`config.mk`:
```
export PLATFORM = sky130hd
export DESIGN_NAME = fib_seq_engine_flat
export DESIGN_NICKNAME = d
export VERILOG_FILES = /design/src/rtl/fib_pkg.sv /design/src/rtl/fib_seq_engine_if.sv /design/src/rtl/fib_step_dp.sv /design/src/rtl/fib_seq_engine.sv /design/src/flat_wrapper.sv
export SDC_FILE = /design/constraint.sdc
export NUM_CORES = 1
export LEC_CHECK = 0
export BUFFER_PORTS_ARGS = -buffer_cell sky130_fd_sc_hd__buf_2
export CORE_ASPECT_RATIO = 0.7
export CORE_MARGIN = 1.5
export CORE_UTILIZATION = 40
export DETAILED_ROUTE_END_ITERATION = 10
export GPL_TIMING_DRIVEN = 0
export PLACE_DENSITY_LB_ADDON = 0.25
export SYNTH_ARGS = -nofsm -noshare
export SYNTH_HDL_FRONTEND = slang
export SYNTH_SLANG_ARGS = --single-unit
```
`constraint.sdc`:
```
create_clock -name clk -period 2.65 [get_ports clk]
set_input_delay 0.53 -clock clk [delete_from_list [all_inputs] [get_ports clk]]
set_output_delay 0.53 -clock clk [all_outputs]
set_load 0.005 [all_outputs]
```
`src/rtl/fib_pkg.sv`:
```
// Shared types and constants for the generalised Fibonacci sequence engine.
package fib_pkg;

   typedef enum logic [1:0] {
      IDLE = 2'd0,
      RUN  = 2'd1,
      DONE = 2'd2
   } state_t;

   localparam logic MODE_FINAL  = 1'b0;
   localparam logic MODE_STREAM = 1'b1;

endpackage

```
`src/rtl/fib_seq_engine_if.sv`:
```
// Control, stream and result bundle of fib_seq_engine; the engine is the slave side.
interface fib_seq_engine_if #(
   parameter int unsigned DATA_W = 32,
   parameter int unsigned IDX_W  = 6
);
   logic              start;
   logic              abort;
   logic              mode;
   logic [IDX_W-1:0]  n;
   logic [DATA_W-1:0] seed_a;
   logic [DATA_W-1:0] seed_b;
   logic              busy;
   logic              out_valid;
   logic              out_ready;
   logic [DATA_W-1:0] out_data;
   logic [IDX_W-1:0]  out_idx;
   logic              out_ovf;
   logic [DATA_W-1:0] result;
   logic              overflow;
   logic              done;

   modport master (
      output start, abort, mode, n, seed_a, seed_b, out_ready,
      input  busy, out_valid, out_data, out_idx, out_ovf, result, overflow, done
   );

   modport slave (
      input  start, abort, mode, n, seed_a, seed_b, out_ready,
      output busy, out_valid, out_data, out_idx, out_ovf, result, overflow, done
   );
endinterface

```
`src/rtl/fib_step_dp.sv`:
```
// Term datapath: holds F(idx) in a and F(idx+1) in b with sticky overflow flags.
// FIB_SATURATE_EN clamps overflowed terms to all-ones instead of wrapping.
module fib_step_dp #(
   parameter int unsigned DATA_W = 32,
   parameter int unsigned IDX_W  = 6
) (
   input  logic              clk,
   input  logic              reset,
   input  logic              load,
   input  logic              step,
   input  logic [IDX_W-1:0]  n,
   input  logic [DATA_W-1:0] seed_a,
   input  logic [DATA_W-1:0] seed_b,
   output logic [DATA_W-1:0] a,
   output logic              a_ovf,
   output logic [IDX_W-1:0]  idx,
   output logic              at_last_c
);

   logic [DATA_W-1:0] b_q;
   logic              b_ovf_q;
   logic [IDX_W-1:0]  n_q;
   logic [DATA_W:0]   sum_c;
   logic              ovf_next_c;
   logic [DATA_W-1:0] b_next_c;

   // Sum keeps the carry bit; once any term overflowed, every later one is flagged.
   always_comb begin
      sum_c      = {1'b0, a} + {1'b0, b_q};
      ovf_next_c = sum_c[DATA_W] | a_ovf | b_ovf_q;
`ifdef FIB_SATURATE_EN
      b_next_c   = ovf_next_c ? {DATA_W{1'b1}} : sum_c[DATA_W-1:0];
`else
      b_next_c   = sum_c[DATA_W-1:0];
`endif
   end

   // Compare before incrementing so idx never wraps at n = 2^IDX_W-1.
   assign at_last_c = (idx == n_q);

   always_ff @(posedge clk or negedge reset) begin
      if (!reset) begin
         a       <= '0;
         a_ovf   <= 1'b0;
         b_q     <= '0;
         b_ovf_q <= 1'b0;
         idx     <= '0;
         n_q     <= '0;
      end else if (load) begin
         a       <= seed_a;
         a_ovf   <= 1'b0;
         b_q     <= seed_b;
         b_ovf_q <= 1'b0;
         idx     <= '0;
         n_q     <= n;
      end else if (step && !at_last_c) begin
         a       <= b_q;
         a_ovf   <= b_ovf_q;
         b_q     <= b_next_c;
         b_ovf_q <= ovf_next_c;
         idx     <= idx + IDX_W'(1);
      end
   end

endmodule

```
`src/rtl/fib_seq_engine.sv`:
```
// Generalised Fibonacci engine: final-term or streaming mode with valid/ready backpressure.
// Build option FIB_SATURATE_EN (in fib_step_dp) selects saturating instead of wrapping terms.
module fib_seq_engine
   import fib_pkg::*;
#(
   parameter int unsigned DATA_W = 32,
   parameter int unsigned IDX_W  = 6
) (
   input  logic           clk,
   input  logic           reset,
   fib_seq_engine_if.slave bus
);

   state_t            state_q, state_d;
   logic              mode_q, mode_d;
   logic              busy_q, out_valid_q, done_q, overflow_q;
   logic [DATA_W-1:0] result_q;

   logic              load_c, step_c, fin_c, step_en_c, at_last_c;
   logic [DATA_W-1:0] a;
   logic              a_ovf;
   logic [IDX_W-1:0]  idx;

   fib_step_dp #(
      .DATA_W (DATA_W),
      .IDX_W  (IDX_W)
   ) u_dp (
      .clk       (clk),
      .reset     (reset),
      .load      (load_c),
      .step      (step_c),
      .n         (bus.n),
      .seed_a    (bus.seed_a),
      .seed_b    (bus.seed_b),
      .a         (a),
      .a_ovf     (a_ovf),
      .idx       (idx),
      .at_last_c (at_last_c)
   );

   // Next state and step control; abort has priority over start and stepping.
   always_comb begin
      state_d   = state_q;
      mode_d    = mode_q;
      load_c    = 1'b0;
      step_c    = 1'b0;
      fin_c     = 1'b0;
      step_en_c = (mode_q == MODE_FINAL) || (out_valid_q && bus.out_ready);
      case (state_q)
         IDLE: begin
            if (bus.start && !bus.abort) begin
               state_d = RUN;
               mode_d  = bus.mode;
               load_c  = 1'b1;
            end
         end
         RUN: begin
            if (bus.abort) begin
               state_d = IDLE;
            end else if (step_en_c) begin
               if (at_last_c) begin
                  fin_c   = 1'b1;
                  state_d = DONE;
               end else begin
                  step_c  = 1'b1;
               end
            end
         end
         DONE:    state_d = IDLE;
         default: state_d = IDLE;
      endcase
   end

   always_ff @(posedge clk or negedge reset) begin
      if (!reset) begin
         state_q     <= IDLE;
         mode_q      <= MODE_FINAL;
         busy_q      <= 1'b0;
         out_valid_q <= 1'b0;
         done_q      <= 1'b0;
         result_q    <= '0;
         overflow_q  <= 1'b0;
      end else begin
         state_q     <= state_d;
         mode_q      <= mode_d;
         busy_q      <= (state_d != IDLE);
         out_valid_q <= (state_d == RUN) && (mode_d == MODE_STREAM);
         done_q      <= fin_c;
         if (fin_c) begin
            result_q   <= a;
            overflow_q <= a_ovf;
         end
      end
   end

   // Stream outputs show the current term only while offered; otherwise driven 0.
   assign bus.busy      = busy_q;
   assign bus.out_valid = out_valid_q;
   assign bus.out_data  = out_valid_q ? a : '0;
   assign bus.out_idx   = out_valid_q ? idx : '0;
   assign bus.out_ovf   = out_valid_q & a_ovf;
   assign bus.result    = result_q;
   assign bus.overflow  = overflow_q;
   assign bus.done      = done_q;

endmodule

```
`src/flat_wrapper.sv`:
```
// flat-port wrapper written by rule: the top's interface ports become plain ports
module fib_seq_engine_flat import fib_pkg::*;
#(
   parameter int unsigned DATA_W = 32,
   parameter int unsigned IDX_W  = 6
)
  (clk, reset, bus_start, bus_abort, bus_mode, bus_n, bus_seed_a, bus_seed_b, bus_out_ready, bus_busy, bus_out_valid, bus_out_data, bus_out_idx, bus_out_ovf, bus_result, bus_overflow, bus_done);
  fib_seq_engine_if #(.DATA_W(DATA_W), .IDX_W(IDX_W)) bus_i ();
  input  logic clk;
  input  logic reset;
  input wire logic [$bits(bus_i.start)-1:0] bus_start;
  input wire logic [$bits(bus_i.abort)-1:0] bus_abort;
  input wire logic [$bits(bus_i.mode)-1:0] bus_mode;
  input wire logic [$bits(bus_i.n)-1:0] bus_n;
  input wire logic [$bits(bus_i.seed_a)-1:0] bus_seed_a;
  input wire logic [$bits(bus_i.seed_b)-1:0] bus_seed_b;
  input wire logic [$bits(bus_i.out_ready)-1:0] bus_out_ready;
  output wire logic [$bits(bus_i.busy)-1:0] bus_busy;
  output wire logic [$bits(bus_i.out_valid)-1:0] bus_out_valid;
  output wire logic [$bits(bus_i.out_data)-1:0] bus_out_data;
  output wire logic [$bits(bus_i.out_idx)-1:0] bus_out_idx;
  output wire logic [$bits(bus_i.out_ovf)-1:0] bus_out_ovf;
  output wire logic [$bits(bus_i.result)-1:0] bus_result;
  output wire logic [$bits(bus_i.overflow)-1:0] bus_overflow;
  output wire logic [$bits(bus_i.done)-1:0] bus_done;
  assign bus_i.start = bus_start;
  assign bus_i.abort = bus_abort;
  assign bus_i.mode = bus_mode;
  assign bus_i.n = bus_n;
  assign bus_i.seed_a = bus_seed_a;
  assign bus_i.seed_b = bus_seed_b;
  assign bus_i.out_ready = bus_out_ready;
  assign bus_busy = bus_i.busy;
  assign bus_out_valid = bus_i.out_valid;
  assign bus_out_data = bus_i.out_data;
  assign bus_out_idx = bus_i.out_idx;
  assign bus_out_ovf = bus_i.out_ovf;
  assign bus_result = bus_i.result;
  assign bus_overflow = bus_i.overflow;
  assign bus_done = bus_i.done;
  fib_seq_engine #(.DATA_W(DATA_W), .IDX_W(IDX_W)) u_core (.clk(clk), .reset(reset), .bus(bus_i));
endmodule
```
# After elaboration in Yosys (flattened, before gate mapping)
# Cells that the tools add are included.
[op_classes] add_sub_neg=2 n_mul=0 div=0 n_lt_le_gt_ge=0 n_eq_ne=3 shift=0 n_mux=29 n_bitwise=4 n_reduce_logical=10
[op_table] op="$mux 32" n=5
[op_table] op="$add 32x32->33" n=1
[op_table] op="$mux 6" n=3
[op_table] op="$mux 1" n=16
[op_table] op="$mux 2" n=4
[op_table] op="$add 6x1->6 const B" n=1
[op_table] op="$eq 6x6->1" n=1
[op_table] op="$eq 2x1->1 const B" n=2
[op_table] op="$logic_and 1x1->1" n=4
[op_table] op="$pmux 2 s2" n=1
[op_table] op="$reduce_bool 2->1" n=2
[op_table] op="$logic_not 1->1" n=2
[op_table] op="$logic_not 2->1" n=1
[op_table] op="$or 1x1->1" n=2
[op_table] op="$and 1x1->1" n=1
[op_table] op="$logic_or 1x1->1" n=1
[op_table] op="$not 1->1" n=1
[totals] reg_bits=117 latch_bits=0 mem_bits_rw=0 romBits=0 in_bits=76 output_inout_bits=75 mem_count=0

# Depth between registers and ports, before layout
[depth] depth_word=8 depth_mapped=10 mapped_depth_nobuf=10

# Hierarchy
# Synthesis repeated with hierarchy kept, for this count alone.
[hier_totals] cells_unflattened=731 hier_area_um2=7144.4
[modules_own_cells] module="fib_step_dp" n_inst=1 cells_per_inst=599 area_each_um2=5312.6
[modules_own_cells] module="fib_seq_engine" n_inst=1 cells_per_inst=132 area_each_um2=1831.8

# Worst setup path before layout
# No wires, ideal clock.
[synth_path] kind="flip-flop to flip-flop" start="reg u_core.u_dp.b_q[9]" end="reg u_core.u_dp.b_q[30]" t_arrival_ns=2.222 path_slack_ns=0.304 stages_incl_launch_ff=9 path_buffers=0 synth_period_minus_slack_ns=2.346 path_cell_list="dfrtp_1 > ha_1 > a21oi_2 > o21ai_1 > a221o_1 > a21oi_2 > o21ai_1 > a211o_1 > a211o_1"
[synth_between] elab_chain_len=3
[synth_lines] item="from (decl)" line_no="fib_step_dp.sv:20" text="logic [DATA_W-1:0] b_q;"
[synth_lines] item="from (signal assigned)" line_no="fib_step_dp.sv:59" text="b_q <= b_next_c;"
[synth_lines] item="$add 32x32->33" line_no="fib_step_dp.sv:29" text="sum_c = {1'b0, a} + {1'b0, b_q};"
[synth_lines] item="$mux 32" line_no="fib_step_dp.sv:56" text="end else if (step && !at_last_c) begin"
[synth_lines] item="$mux 32" line_no="fib_step_dp.sv:49" text="end else if (load) begin"
# Every way passes these cells. The select of a mux whose other input is x is not followed.
# A chain may end at the register's enable or synchronous reset.

# Worst setup path after layout
# Same ends and word-level chain as after synthesis.

==> results_dict.tcl <==
set metrics [dict create \
    flow.area_growth_from_synthesis_pct 27.6 \
    grt_pass1_wl_um 31400 \
    run_status "finished, final reports clean" \
    timing_max_transition_violations_final 0 \
    power.static_leakage_nw 4.32 \
    top_level_ports 151 \
    grt_antenna_before_repair 0 \
    globalplace.congestion 0.895 \
    synth_sequential_area_ratio_pct 42.8 \
    floorplan.core_area_mm2 0.0165 \
    cts-root-buf "clkbuf_16" \
    finalSetupViolations 0 \
    preCtsSetupSlack_ns -0.414 \
    critical_path.max_stage_delay_ns 0.41 \
    grt.total_usage_pct 22.6 \
    stdcell_count 1139 \
    tightestPinTransition_ns 0.686 \
    fraction_of_the_cycle_the_final_worst_path_needs_pct 96.5 \
    cell_chain_of_the_critical_path "ha_2 -> a21oi_4 -> o21ai_1 -> a221o_1 -> a21oi_2 -> o21ai_2 -> a211o_1 -> a211o_1" \
    grt_start_max_net_pins 70 \
    critPathMostFrequentCell "a211o_1" \
    post_drt_via_cell_ratio 5.43 \
    drtAntennaViolNets 0 \
    cp_max_fo 7 \
    synth_ff_type "dfrtp_1" \
    hpwlAfterDp_um 14700 \
    die_h_um 112 \
    die_area_mm2 0.0179 \
    n_fill_cell 1550 \
    numPortBuffers 150 \
    worstSkewPairLatency_ns 0.42 \
    yosysWarnings 0 \
    drc_errors 0 \
    achievable-frequency_mhz 391 \
    layout_cell_share_with_drive_strength_beyond_1_pct 27.2 \
    tritoncts_clock_tree "done" \
    clkTransAtPathRegs_ns 0.06 \
    postSynth.asyncResetShare_pct 100 \
    yosys.area.top_type "dfrtp_1" \
    place_inst 1104 \
    post_synth_edffs 0 \
    irDropWorstVdd_uv 621 \
    worstSetupStartpointType "register" \
    ctsLongestPathBuffers 2 \
    clkSinkCount 117 \
    synth_common_cells "nand2_1 (130), dfrtp_1 (117), a22oi_1 (53)" \
    ys_ff_latch 117 \
    first_global_vias 5805 \
    worst_slack_ns 0.0937 \
    power_dens_cells_mw_per_mm2 1240 \
    drt_wl_total_um 19900 \
    cts_max_level 4 \
    cts-buffers-inserted 17 \
    fin_worst_skew_ns 0.0112 \
    syn_inst 728 \
    required_ns 2.95 \
    drt-pass1-iter-count 5 \
    cap_viol_max_count 0 \
    synthDominantCellAreaShare_pct 42.8 \
    crit_slowest_cell "dfrtp_1" \
    synth_area_leaders "dfrtp_1 (43%), nand2_1 (7.1%), ha_1 (6.0%)" \
    detail_routed_net_length_per_standard_cell_um 17.5 \
    worstRegToRegCells 8 \
    timing.hold.worst.class "in2async" \
    count_leader_synth "nand2_1" \
    maxSlewHeadroom_pct 54.2 \
    via_count 6186 \
    worstPathArrival_ns 2.86 \
    initial_utilization_pct 41.4 \
    final.hold.worst_slack_ns 0.0494 \
    synthesis.nets 838 \
    post-route-min-period_ns 2.56 \
    finalHoldViolations 0 \
    antenna_cells 0 \
    mappedNetlistArea_mm2 0.00685 \
    std_cell_rows 39 \
    synth_cell_types 63 \
    critPathKind "reg2reg" \
    grt-ovfl-total 0 \
    reg2reg_slack_ns 0.09 \
    fp.dieW_um 159 \
    syn-mean-instance-area_um2 9.40 \
    nNetsFinal 1011 \
    drt-initial-drc-count 433 \
    endpoint_kind "register" \
]
## cells in the final DEF, fill, tap and decap left out, types with 17 or more instances in the layout
master,netlist,layout
a22oi_1,53,53
mux2_1,20,20
o21ai_0,46,43
dfrtp_1,117,116
nand2_1,130,130
clkbuf_16,0,17
nor2_1,35,35
a21oi_1,37,30
xor2_1,20,20
clkbuf_1,25,25
buf_2,8,157
and2_1,39,39
ha_1,33,29
## metrics by stage
stage | power, mW | utilization, % | TNS [ns] | area (um2)
3_5_place_dp | 7.93 | 47.8 | -14.92 | 7910
6_report | 10.8 | 52.8 | 0 | 8730
5_1_grt | 11.7 | 52.8 | -0.00741 | 8730
3_3_place_gp | 7.87 | 47.6 | -68.47 | 7880
4_1_cts | 10.6 | 52.0 | -0.00995 | 8600
2_1_floorplan | 6.52 | - | 0 | 6850
## metal layers
layer | GRT usage (%) | routed length [um] | part of all wire [%]
met3 | 6.13 | 1360 | 6.8
met4 | 4.84 | 136 | 0.68
met2 | 31.9 | 8300 | 42
met5 | 0 | 0 | 0
met1 | 34.2 | 10100 | 51
## timing repair
action	4_1_cts	5_1_grt
gates resized for setup	8	29
hold buffers	0	0
pin swaps	0	8
buffers inserted	0	3
endpoints found under the setup margin	41	23
endpoints found under the hold margin	0	0
## flip-flops by register name, indices dropped and copies added (netlist names)
signal,flops
u_core.bus.busy,1
u_core.bus.done,1
u_core.bus.out_valid,1
u_core.bus.overflow,1
u_core.bus.result,32
u_core.mode_q,1
u_core.state_q,2
u_core.u_dp.a,32
u_core.u_dp.a_ovf,1
u_core.u_dp.b_ovf_q,1
u_core.u_dp.b_q,32
u_core.u_dp.idx,6
u_core.u_dp.n_q,6
## critical path, delay by kind of cell, from the launching register on
kind | cells | cell delay, ns
flops | 1 | 0.41
fa+ha+maj | 1 | 0.36
compound gates | 7 | 1.66
## logic make-up after synthesis
| logic type | share of synthesized area [%] |
|---|---|
| flops | 42.8 |
| simple gates | 17.2 |
| compound gates | 20.2 |
| buf+inv | 3.00 |
| fa+ha+maj | 6.32 |
| xor+xnor | 4.61 |
| mux | 5.89 |
## layout make-up
type	count	area, um2	share of cell area, %
plain buffers	39	170	1.95
clock buffers	20	447	5.12
clock inverters	12	201	2.31
inverters	10	37.5	0.430
multi-input cells	562	3860	44.2
flip-flops and latches	117	2930	33.5
well taps	225	282	3.22
repair buffers	154	807	9.24
## path summary, 6_finish.rpt
check | startpoint | to
worst max-delay path | u_core.u_dp.b_q[9] | u_core.u_dp.b_q[30]
worst min-delay path | reset | u_core.bus.result[15]
worst max register to register | u_core.u_dp.b_q[9] | u_core.u_dp.b_q[30]
worst min register to register | u_core.bus.result[20] | u_core.bus.result[20]
max in group asynchronous | reset | u_core.u_dp.a[0]
min in group clk | bus_n[4] | u_core.u_dp.n_q[4]
## power breakdown
part / leakage (nW) / internal (mW) / total (mW) / switching (mW)
Clock: 0.311 / 1.70 / 2.54 / 0.849
Sequential: 1.50 / 2.51 / 3.13 / 0.623
Combinational: 2.50 / 2.19 / 5.17 / 2.98
Note: power is estimated with default switching activity, not from simulation.
